File: config.mk
export PLATFORM = sky130hd
export DESIGN_NAME = iir_block_engine_flat
export DESIGN_NICKNAME = d
export VERILOG_FILES = /design/src/rtl/iir_block_engine_if.sv /design/src/rtl/iir_block_engine.sv /design/src/flat_wrapper.sv
export SDC_FILE = /design/constraint.sdc
export NUM_CORES = 2
export LEC_CHECK = 0
export ABC_AREA = 0
export CELL_PAD_IN_SITES_DETAIL_PLACEMENT = 0
export CELL_PAD_IN_SITES_GLOBAL_PLACEMENT = 2
export CORE_ASPECT_RATIO = 0.75
export CORE_MARGIN = 2
export CORE_UTILIZATION = 51
export CTS_CLUSTER_DIAMETER = 40
export CTS_CLUSTER_SIZE = 24
export DETAILED_ROUTE_END_ITERATION = 8
export DONT_BUFFER_PORTS = 1
export GPL_TIMING_DRIVEN = 0
export PLACE_DENSITY_LB_ADDON = 0.1
export SLEW_MARGIN = 15
export SYNTH_ARGS = -nofsm -noshare
export SYNTH_HDL_FRONTEND = slang
export SYNTH_SLANG_ARGS = --single-unit
File: constraint.sdc
create_clock -name wb_clk_i -period 4.5 [get_ports wb_clk_i]
set_clock_uncertainty 0.2 [all_clocks]
set_input_delay 1.125 -clock wb_clk_i [delete_from_list [all_inputs] [get_ports wb_clk_i]]
set_output_delay 1.125 -clock wb_clk_i [all_outputs]
set_load 0.03 [all_outputs]
File: src/rtl/iir_block_engine_if.sv
// Wishbone classic slave bundle for the IIR block engine.
// The bus side is 32-bit word access; byte selects travel along but are not used.
interface iir_block_engine_if;
  logic [31:0] wb_adr;
  logic [31:0] wb_dat_w;
  logic [3:0]  wb_sel;
  logic        wb_we;
  logic        wb_cyc;
  logic        wb_stb;
  logic [31:0] wb_dat_r;
  logic        wb_ack;
  logic        wb_err;

  modport master (
    output wb_adr, wb_dat_w, wb_sel, wb_we, wb_cyc, wb_stb,
    input  wb_dat_r, wb_ack, wb_err
  );

  modport slave (
    input  wb_adr, wb_dat_w, wb_sel, wb_we, wb_cyc, wb_stb,
    output wb_dat_r, wb_ack, wb_err
  );
endinterface

File: src/rtl/iir_block_engine.sv
// Block sequencer: streams a loaded sample buffer through a fixed-latency filter
// core and captures the core's outputs into a readback buffer.
//
// state   | meaning
// S_IDLE  | waiting for start
// S_FEED  | one xbuf sample per clock to the core
// S_DRAIN | feed finished, waiting for the last delayed capture
// S_DONE  | one-cycle completion, sets sticky done
module iir_block_engine #(
  parameter int DW       = 32,
  parameter int DEPTH    = 32,
  parameter int FILT_LAT = 9
) (
  input  logic              wb_clk_i,
  input  logic              wb_rst_ni,
  iir_block_engine_if.slave wb,
  output logic              int_o,
  output logic [DW-1:0]     flt_in_o,
  output logic              flt_in_vld_o,
  input  logic [DW-1:0]     flt_out_i
);
  localparam int AW_B = $clog2(DEPTH);
  localparam int LW   = AW_B + 1;
  localparam logic [LW-1:0] DEPTH_L = LW'(DEPTH);

  typedef enum logic [1:0] {S_IDLE, S_FEED, S_DRAIN, S_DONE} state_t;

  state_t r_state, w_state_nxt;

  logic                r_ack;
  logic [31:0]         r_dat;
  logic                r_irq_en;
  logic                r_done;
  logic                r_err;
  logic                r_start;
  logic [LW-1:0]       r_len;
  logic [LW-1:0]       r_k;
  logic [LW-1:0]       r_j;
  logic [AW_B-1:0]     r_waddr;
  logic [AW_B-1:0]     r_raddr;
  logic [FILT_LAT-1:0] r_vld_sr;
  logic [DW-1:0]       r_xbuf [DEPTH];
  logic [DW-1:0]       r_ybuf [DEPTH];

  logic          w_acc, w_wr, w_rd, w_busy, w_cap, w_last_cap;
  logic          w_done_set, w_start_ok, w_wr_blocked;
  logic          w_done_clr, w_err_clr;
  logic [3:0]    w_reg;
  logic [31:0]   w_rdata;
  logic [LW-1:0] w_len_wr;
  logic          w_unused;

  assign w_acc   = wb.wb_cyc & wb.wb_stb & ~r_ack;
  assign w_wr    = w_acc & wb.wb_we;
  assign w_rd    = w_acc & ~wb.wb_we;
  assign w_reg   = wb.wb_adr[5:2];
  assign w_busy  = (r_state == S_FEED) || (r_state == S_DRAIN);
  assign w_cap   = r_vld_sr[FILT_LAT-1] & w_busy;
  assign w_last_cap = w_cap && (r_j == r_len - LW'(1));

  assign w_start_ok   = w_wr && (w_reg == 4'd0) && wb.wb_dat_w[0] && !w_busy;
  assign w_wr_blocked = w_wr && w_busy &&
                        (((w_reg == 4'd0) && wb.wb_dat_w[0]) ||
                         (w_reg == 4'd2) || (w_reg == 4'd3) ||
                         (w_reg == 4'd4) || (w_reg == 4'd5));
  assign w_done_clr = (w_wr && (w_reg == 4'd1) && wb.wb_dat_w[1]) || w_start_ok;
  assign w_err_clr  = w_wr && (w_reg == 4'd1) && wb.wb_dat_w[2];
  assign w_done_set = (w_state_nxt == S_DONE) && (r_state != S_DONE);
  assign w_len_wr   = (wb.wb_dat_w > 32'(DEPTH)) ? DEPTH_L : wb.wb_dat_w[LW-1:0];

  assign wb.wb_ack   = r_ack;
  assign wb.wb_dat_r = r_dat;
  assign wb.wb_err   = 1'b0;
  assign int_o       = r_done & r_irq_en;
  assign w_unused    = &{1'b0, wb.wb_sel, wb.wb_adr[31:6], wb.wb_adr[1:0]};

  always_comb begin
    w_state_nxt  = r_state;
    flt_in_vld_o = 1'b0;
    flt_in_o     = '0;
    case (r_state)
      S_IDLE:  if (r_start) w_state_nxt = (r_len == '0) ? S_DONE : S_FEED;
      S_FEED: begin
        flt_in_vld_o = 1'b1;
        flt_in_o     = r_xbuf[r_k[AW_B-1:0]];
        if (r_k == r_len - LW'(1)) w_state_nxt = S_DRAIN;
      end
      S_DRAIN: if (w_last_cap) w_state_nxt = S_DONE;
      S_DONE:  w_state_nxt = S_IDLE;
      default: w_state_nxt = S_IDLE;
    endcase
  end

  always_comb begin
    w_rdata = '0;
    case (w_reg)
      4'd0: w_rdata[1]        = r_irq_en;
      4'd1: w_rdata[2:0]      = {r_err, r_done, w_busy};
      4'd2: w_rdata[LW-1:0]   = r_len;
      4'd3: w_rdata[AW_B-1:0] = r_waddr;
      4'd5: w_rdata[AW_B-1:0] = r_raddr;
      4'd6: w_rdata[DW-1:0]   = r_ybuf[r_raddr];
      default: w_rdata = '0;
    endcase
  end

  always_ff @(posedge wb_clk_i or negedge wb_rst_ni) begin
    if (!wb_rst_ni) begin
      r_state  <= S_IDLE;
      r_k      <= '0;
      r_j      <= '0;
      r_vld_sr <= '0;
    end else begin
      r_state     <= w_state_nxt;
      r_vld_sr[0] <= flt_in_vld_o;
      for (int i = 1; i < FILT_LAT; i++) r_vld_sr[i] <= r_vld_sr[i-1];
      if (r_state == S_IDLE) begin
        r_k <= '0;
        r_j <= '0;
      end else begin
        if (flt_in_vld_o) r_k <= r_k + LW'(1);
        if (w_cap)        r_j <= r_j + LW'(1);
      end
    end
  end

  // Read data is loaded on every access; register side effects act on the same edge.
  always_ff @(posedge wb_clk_i or negedge wb_rst_ni) begin
    if (!wb_rst_ni) begin
      r_ack    <= 1'b0;
      r_dat    <= '0;
      r_irq_en <= 1'b0;
      r_done   <= 1'b0;
      r_err    <= 1'b0;
      r_start  <= 1'b0;
      r_len    <= '0;
      r_waddr  <= '0;
      r_raddr  <= '0;
    end else begin
      r_ack <= w_acc;
      if (w_acc) r_dat <= w_rdata;
      if (w_wr) begin
        case (w_reg)
          4'd0: r_irq_en <= wb.wb_dat_w[1];
          4'd2: if (!w_busy) r_len <= w_len_wr;
          4'd3: if (!w_busy) r_waddr <= wb.wb_dat_w[AW_B-1:0];
          4'd4: if (!w_busy) r_waddr <= r_waddr + AW_B'(1);
          4'd5: if (!w_busy) r_raddr <= wb.wb_dat_w[AW_B-1:0];
          default: ;
        endcase
      end
      if (w_rd && (w_reg == 4'd6)) r_raddr <= r_raddr + AW_B'(1);
      if (w_start_ok)              r_start <= 1'b1;
      else if (r_state == S_IDLE)  r_start <= 1'b0;
      if (w_done_set)      r_done <= 1'b1;
      else if (w_done_clr) r_done <= 1'b0;
      if (w_wr_blocked)    r_err <= 1'b1;
      else if (w_err_clr)  r_err <= 1'b0;
    end
  end

  always_ff @(posedge wb_clk_i) begin
    if (w_wr && (w_reg == 4'd4) && !w_busy) r_xbuf[r_waddr] <= wb.wb_dat_w[DW-1:0];
  end

  always_ff @(posedge wb_clk_i) begin
    if (w_cap) r_ybuf[r_j[AW_B-1:0]] <= flt_out_i;
  end
endmodule

File: src/flat_wrapper.sv
// flat-port wrapper written by rule: the top's interface ports become plain ports
module iir_block_engine_flat 
#(
  parameter int DW       = 32,
  parameter int DEPTH    = 32,
  parameter int FILT_LAT = 9
)
  (wb_clk_i, wb_rst_ni, int_o, flt_in_o, flt_in_vld_o, flt_out_i, wb_wb_adr, wb_wb_dat_w, wb_wb_sel, wb_wb_we, wb_wb_cyc, wb_wb_stb, wb_wb_dat_r, wb_wb_ack, wb_wb_err);
  iir_block_engine_if wb_i ();
  input  logic wb_clk_i;
  input  logic wb_rst_ni;
  output logic int_o;
  output logic [DW-1:0] flt_in_o;
  output logic flt_in_vld_o;
  input  logic [DW-1:0] flt_out_i;
  input wire logic [$bits(wb_i.wb_adr)-1:0] wb_wb_adr;
  input wire logic [$bits(wb_i.wb_dat_w)-1:0] wb_wb_dat_w;
  input wire logic [$bits(wb_i.wb_sel)-1:0] wb_wb_sel;
  input wire logic [$bits(wb_i.wb_we)-1:0] wb_wb_we;
  input wire logic [$bits(wb_i.wb_cyc)-1:0] wb_wb_cyc;
  input wire logic [$bits(wb_i.wb_stb)-1:0] wb_wb_stb;
  output wire logic [$bits(wb_i.wb_dat_r)-1:0] wb_wb_dat_r;
  output wire logic [$bits(wb_i.wb_ack)-1:0] wb_wb_ack;
  output wire logic [$bits(wb_i.wb_err)-1:0] wb_wb_err;
  assign wb_i.wb_adr = wb_wb_adr;
  assign wb_i.wb_dat_w = wb_wb_dat_w;
  assign wb_i.wb_sel = wb_wb_sel;
  assign wb_i.wb_we = wb_wb_we;
  assign wb_i.wb_cyc = wb_wb_cyc;
  assign wb_i.wb_stb = wb_wb_stb;
  assign wb_wb_dat_r = wb_i.wb_dat_r;
  assign wb_wb_ack = wb_i.wb_ack;
  assign wb_wb_err = wb_i.wb_err;
  iir_block_engine #(.DW(DW), .DEPTH(DEPTH), .FILT_LAT(FILT_LAT)) u_core (.wb_clk_i(wb_clk_i), .wb_rst_ni(wb_rst_ni), .wb(wb_i), .int_o(int_o), .flt_in_o(flt_in_o), .flt_in_vld_o(flt_in_vld_o), .flt_out_i(flt_out_i));
endmodule
==> run summary <==
=====================================================================================
Result of the run ...................................................... complete, but fails checks
Violated checks ........................................................ design-rule violations, negative setup slack
Total CTS buffers ......................................................          200
Proportion of synthesized flip-flops having asynchronous set or reset ..       0.0358
Max Transition Viols Final .............................................            0
Leading cell type by number of instances after synthesis ...............     edfxtp_1
CTS clk-pin slew, worst paths ..........................................      0.07 ns
Final hold violation count .............................................            0
Synth warnings .........................................................            0
Clock Root Buffer ......................................................    clkbuf_16
Initial core utilization ...............................................        0.512
Worst r2r path cells ...................................................            8
Post-place instance area ...............................................   0.0865 mm2
Minimum clock period ...................................................      4.70 ns
Most frequent cell on the critical path ................................     clkbuf_2
Setup slack after layout ...............................................    -0.200 ns
Share of post-route cells with drive strength above 1 ..................        0.318
Total negative setup slack .............................................     -3.21 ns
HPWL after detailed placement ..........................................       141 mm
Critical Path Stages ...................................................            5
Flip-flop and latch count after synthesis ..............................         2124
Worst reg2reg path endpoint ............................................ u_core.wb.wb_dat_r[22]
Final setup violation count ............................................           32
Most numerous cell types in the synthesized netlist .................... edfxtp_1 (2048), mux4_2 (580), a22oi_1 (116)
Cell type of the slowest stage on the worst timing path ................      dfrtp_1
Register area share after synthesis ....................................        0.777
Setup repair after global routing missed its margin ....................         true
Routed vias/inst .......................................................         6.43
Worst-Margin Slew ......................................................      1.18 ns
Class of the tightest hold or removal check ............................ register to register
Number of enable flip-flop cells after synthesis .......................         2048
Sinks on the clock net .................................................         2124
Max_slew headroom ......................................................        0.216
Cell-by-cell listing of the critical path .............................. clkbuf_2 > clkbuf_2 > mux4_2 > mux2i_4 > nor2b_4
Peak fanout along the critical path ....................................           10
Final Instance Area ....................................................   0.0950 mm2
Largest cells by area after synthesis .................................. edfxtp_1 (75%), mux4_2 (16%), dfrtp_1 (2.3%)
Routability cong. ......................................................        0.802
Distinct cell type count after synthesis ...............................           56
Net Count, Synth .......................................................         3710
Required time of the worst setup path ..................................      3.17 ns
Clock latency on the worst-skew pair ...................................      0.82 ns
Fill cells .............................................................        10900
Synth area leader ......................................................     edfxtp_1
Primary FF master, synth ...............................................     edfxtp_1
Ports placed on the boundary ...........................................          173
Vias in the first global route .........................................        39200
Share of the clock period used by the worst path .......................         1.04
Count of routing violations after the opening detailed-route iteration .         6062
Die Span Y .............................................................       350 um
Final hold slack .......................................................     0.151 ns
Post-Syn Area per Cell .................................................     22.7 um2
Area of the die ........................................................    0.163 mm2
Peak clock frequency supported by timing ...............................      213 MHz
Cells after synthesis ..................................................         3589
Reg-to-reg startpoint .................................................. u_core.r_raddr[4]
Cell Area, Synth .......................................................   0.0816 mm2
Area inside the core boundary ..........................................    0.159 mm2
Chip width .............................................................       466 um
Net total in the final layout ..........................................         4014
Area Growth Syn to Fin .................................................        16.4%
Count of port buffers added during placement ...........................            0
Routed length per instance .............................................      34.2 um
Data arrival time of the worst path ....................................      3.37 ns
Worst R2R Setup Slack ..................................................      0.44 ns
Wire length of the first global-routing pass ...........................       298 mm
Total wire length after detailed routing ...............................       212 mm
Post-DRT Antenna Nets ..................................................            0
H-tree lvl count .......................................................            4
Placement Rows .........................................................          127
Fin cells ..............................................................         6198
Buffer and inverter count on the worst path ............................            2
Max-capacitance violation count ........................................            0
Worst Setup Start Kind .................................................     register
IR Drop Worst-Case VDD .................................................   0.000415 V
Worst Hold Path Cells ..................................................            0
Largest net degree at the start of global routing ......................           77
Capture point of the critical path ..................................... flt_in_o[20]
P per Cell Area ........................................................   466 mW/mm2
Kind of critical path .................................................. register to output pin
Top delay family on crit path .......................................... buffers and inverters
Area fraction of the dominant cell type after synthesis ................        0.754
Max Root-Sink Buffers ..................................................            3
Clock tree from TritonCTS ..............................................          yes
Number of iterations in the first detailed-routing pass ................            9
Startpoint of the worst setup timing path .............................. u_core.r_k[3]
Utilization after layout ...............................................        0.596
Vias ...................................................................        39900
Setup crit end kind ....................................................   output pin
DRC violations left ....................................................           10
Highest cell delay on the worst timing path ............................      0.63 ns
Placed instance count ..................................................         5797
GRT Overall Usage ......................................................        0.262
Residual overflow from global routing ..................................            0
Leak ...................................................................      29.2 nW
Antenna violations before repair .......................................            9
=====================================================================================
==> sequential cells by signal (all words and copies together), names as in the netlist <==
| register | flops |
|---|---|
| u_core.r_done | 1 |
| u_core.r_err | 1 |
| u_core.r_irq_en | 1 |
| u_core.r_j | 6 |
| u_core.r_k | 6 |
| u_core.r_len | 6 |
| u_core.r_raddr | 5 |
| u_core.r_start | 1 |
| u_core.r_state | 2 |
| u_core.r_vld_sr | 9 |
| u_core.r_waddr | 5 |
| u_core.r_xbuf | 1024 |
| u_core.r_ybuf | 1024 |
| u_core.wb.wb_ack | 1 |
| u_core.wb.wb_dat_r | 32 |
==> report_power, final <==
part	total, mW	switching (mW)	leakage [nW]	internal, mW
combinational	4.69	2.80	6.42	1.89
clock	17.7	8.13	3.40	9.61
sequential	21.8	0.112	19.4	21.7
==> final cells by class <==
type                    count  area, um2  share of cell area
diodes                      3       7.51           0.0000790
multi-input cells        1246      18200               0.192
clock buffers             217       5180              0.0546
flip-flops and latches   2124      63400               0.667
clock inverters           159       1820              0.0191
inverters                  19       71.3            0.000751
well taps                2128       2660              0.0280
plain buffers             197       1550              0.0163
repair buffers            105       2100              0.0221
==> cells by family (layout without fill, tap and decap cells) <==
group,count (synthesis),after routing,synth area share
AO/OA/AOI/OAI,281,281,0.0223
XOR/XNOR,23,23,0.00247
adder cells (fa/ha/maj),16,16,0.00245
buffers and inverters,219,697,0.0123
flip-flops,2124,2124,0.777
multiplexers,625,625,0.166
other,1,4,0.0000460
AND/OR/NAND/NOR,300,300,0.0177
==> per-layer routing <==
metal  global-route usage  part of all wire  vias up
met5                    0                 0        -
met4               0.0478             0.015        0
met3               0.0603              0.11      236
met2                0.368              0.43     2070
met1                0.425              0.44    21700
li1                     -                 -    15900
==> what timing repair did <==
action                                 CTS  global route
hold buffers                             2             0
endpoints found under the hold margin   76             0
setup buffers                            6            12
resized for setup                      267            45
pin swaps                                2             0
cloned                                   2             3
setup endpoints to repair              345            32
==> cell usage in the layout, fill, tap and decap left out, types with 27 or more instances in the layout <==
master        n
buf_16       30
nor2_4       64
dfrtp_1      76
nand2_1      87
o21ai_0      46
a22oi_1     116
nor2_1       32
mux4_2      580
buf_12       80
inv_6        38
buf_2        43
inv_8        27
clkbuf_16   209
a21oi_1      82
clkbuf_1     79
edfxtp_1   2048
==> metrics by stage <==
stage / total power [mW] / setup slack, ns
floorplan: 25.2 / 0.334
global placement: 26.8 / -2.93
detailed placement: 26.9 / -0.839
CTS: 44.6 / -0.200
global route: 45.6 / -0.227
finish: 44.3 / -0.200
==> worst min path at each step <==
stage	from	end
final	u_core.r_vld_sr[0]	u_core.r_vld_sr[1]
after global routing	flt_out_i[31]	u_core.r_ybuf[16][31]
after CTS	flt_out_i[31]	u_core.r_ybuf[16][31]
after detailed placement	u_core.r_vld_sr[0]	u_core.r_vld_sr[1]
after global placement	u_core.r_vld_sr[0]	u_core.r_vld_sr[1]
after floorplan	u_core.r_vld_sr[0]	u_core.r_vld_sr[1]
==> worst register-to-register path, cell delays in order (launching register included) <==
cell and delay [ns]:
dfrtp_1 0.46, clkbuf_1 0.74, nor2b_1 0.56, clkbuf_1 0.73, clkbuf_1 0.62, a22oi_1 0.17, nand2_1 0.16, a21oi_1 0.11
o21ai_0 0.22
Note: power is estimated with default switching activity, not from simulation.
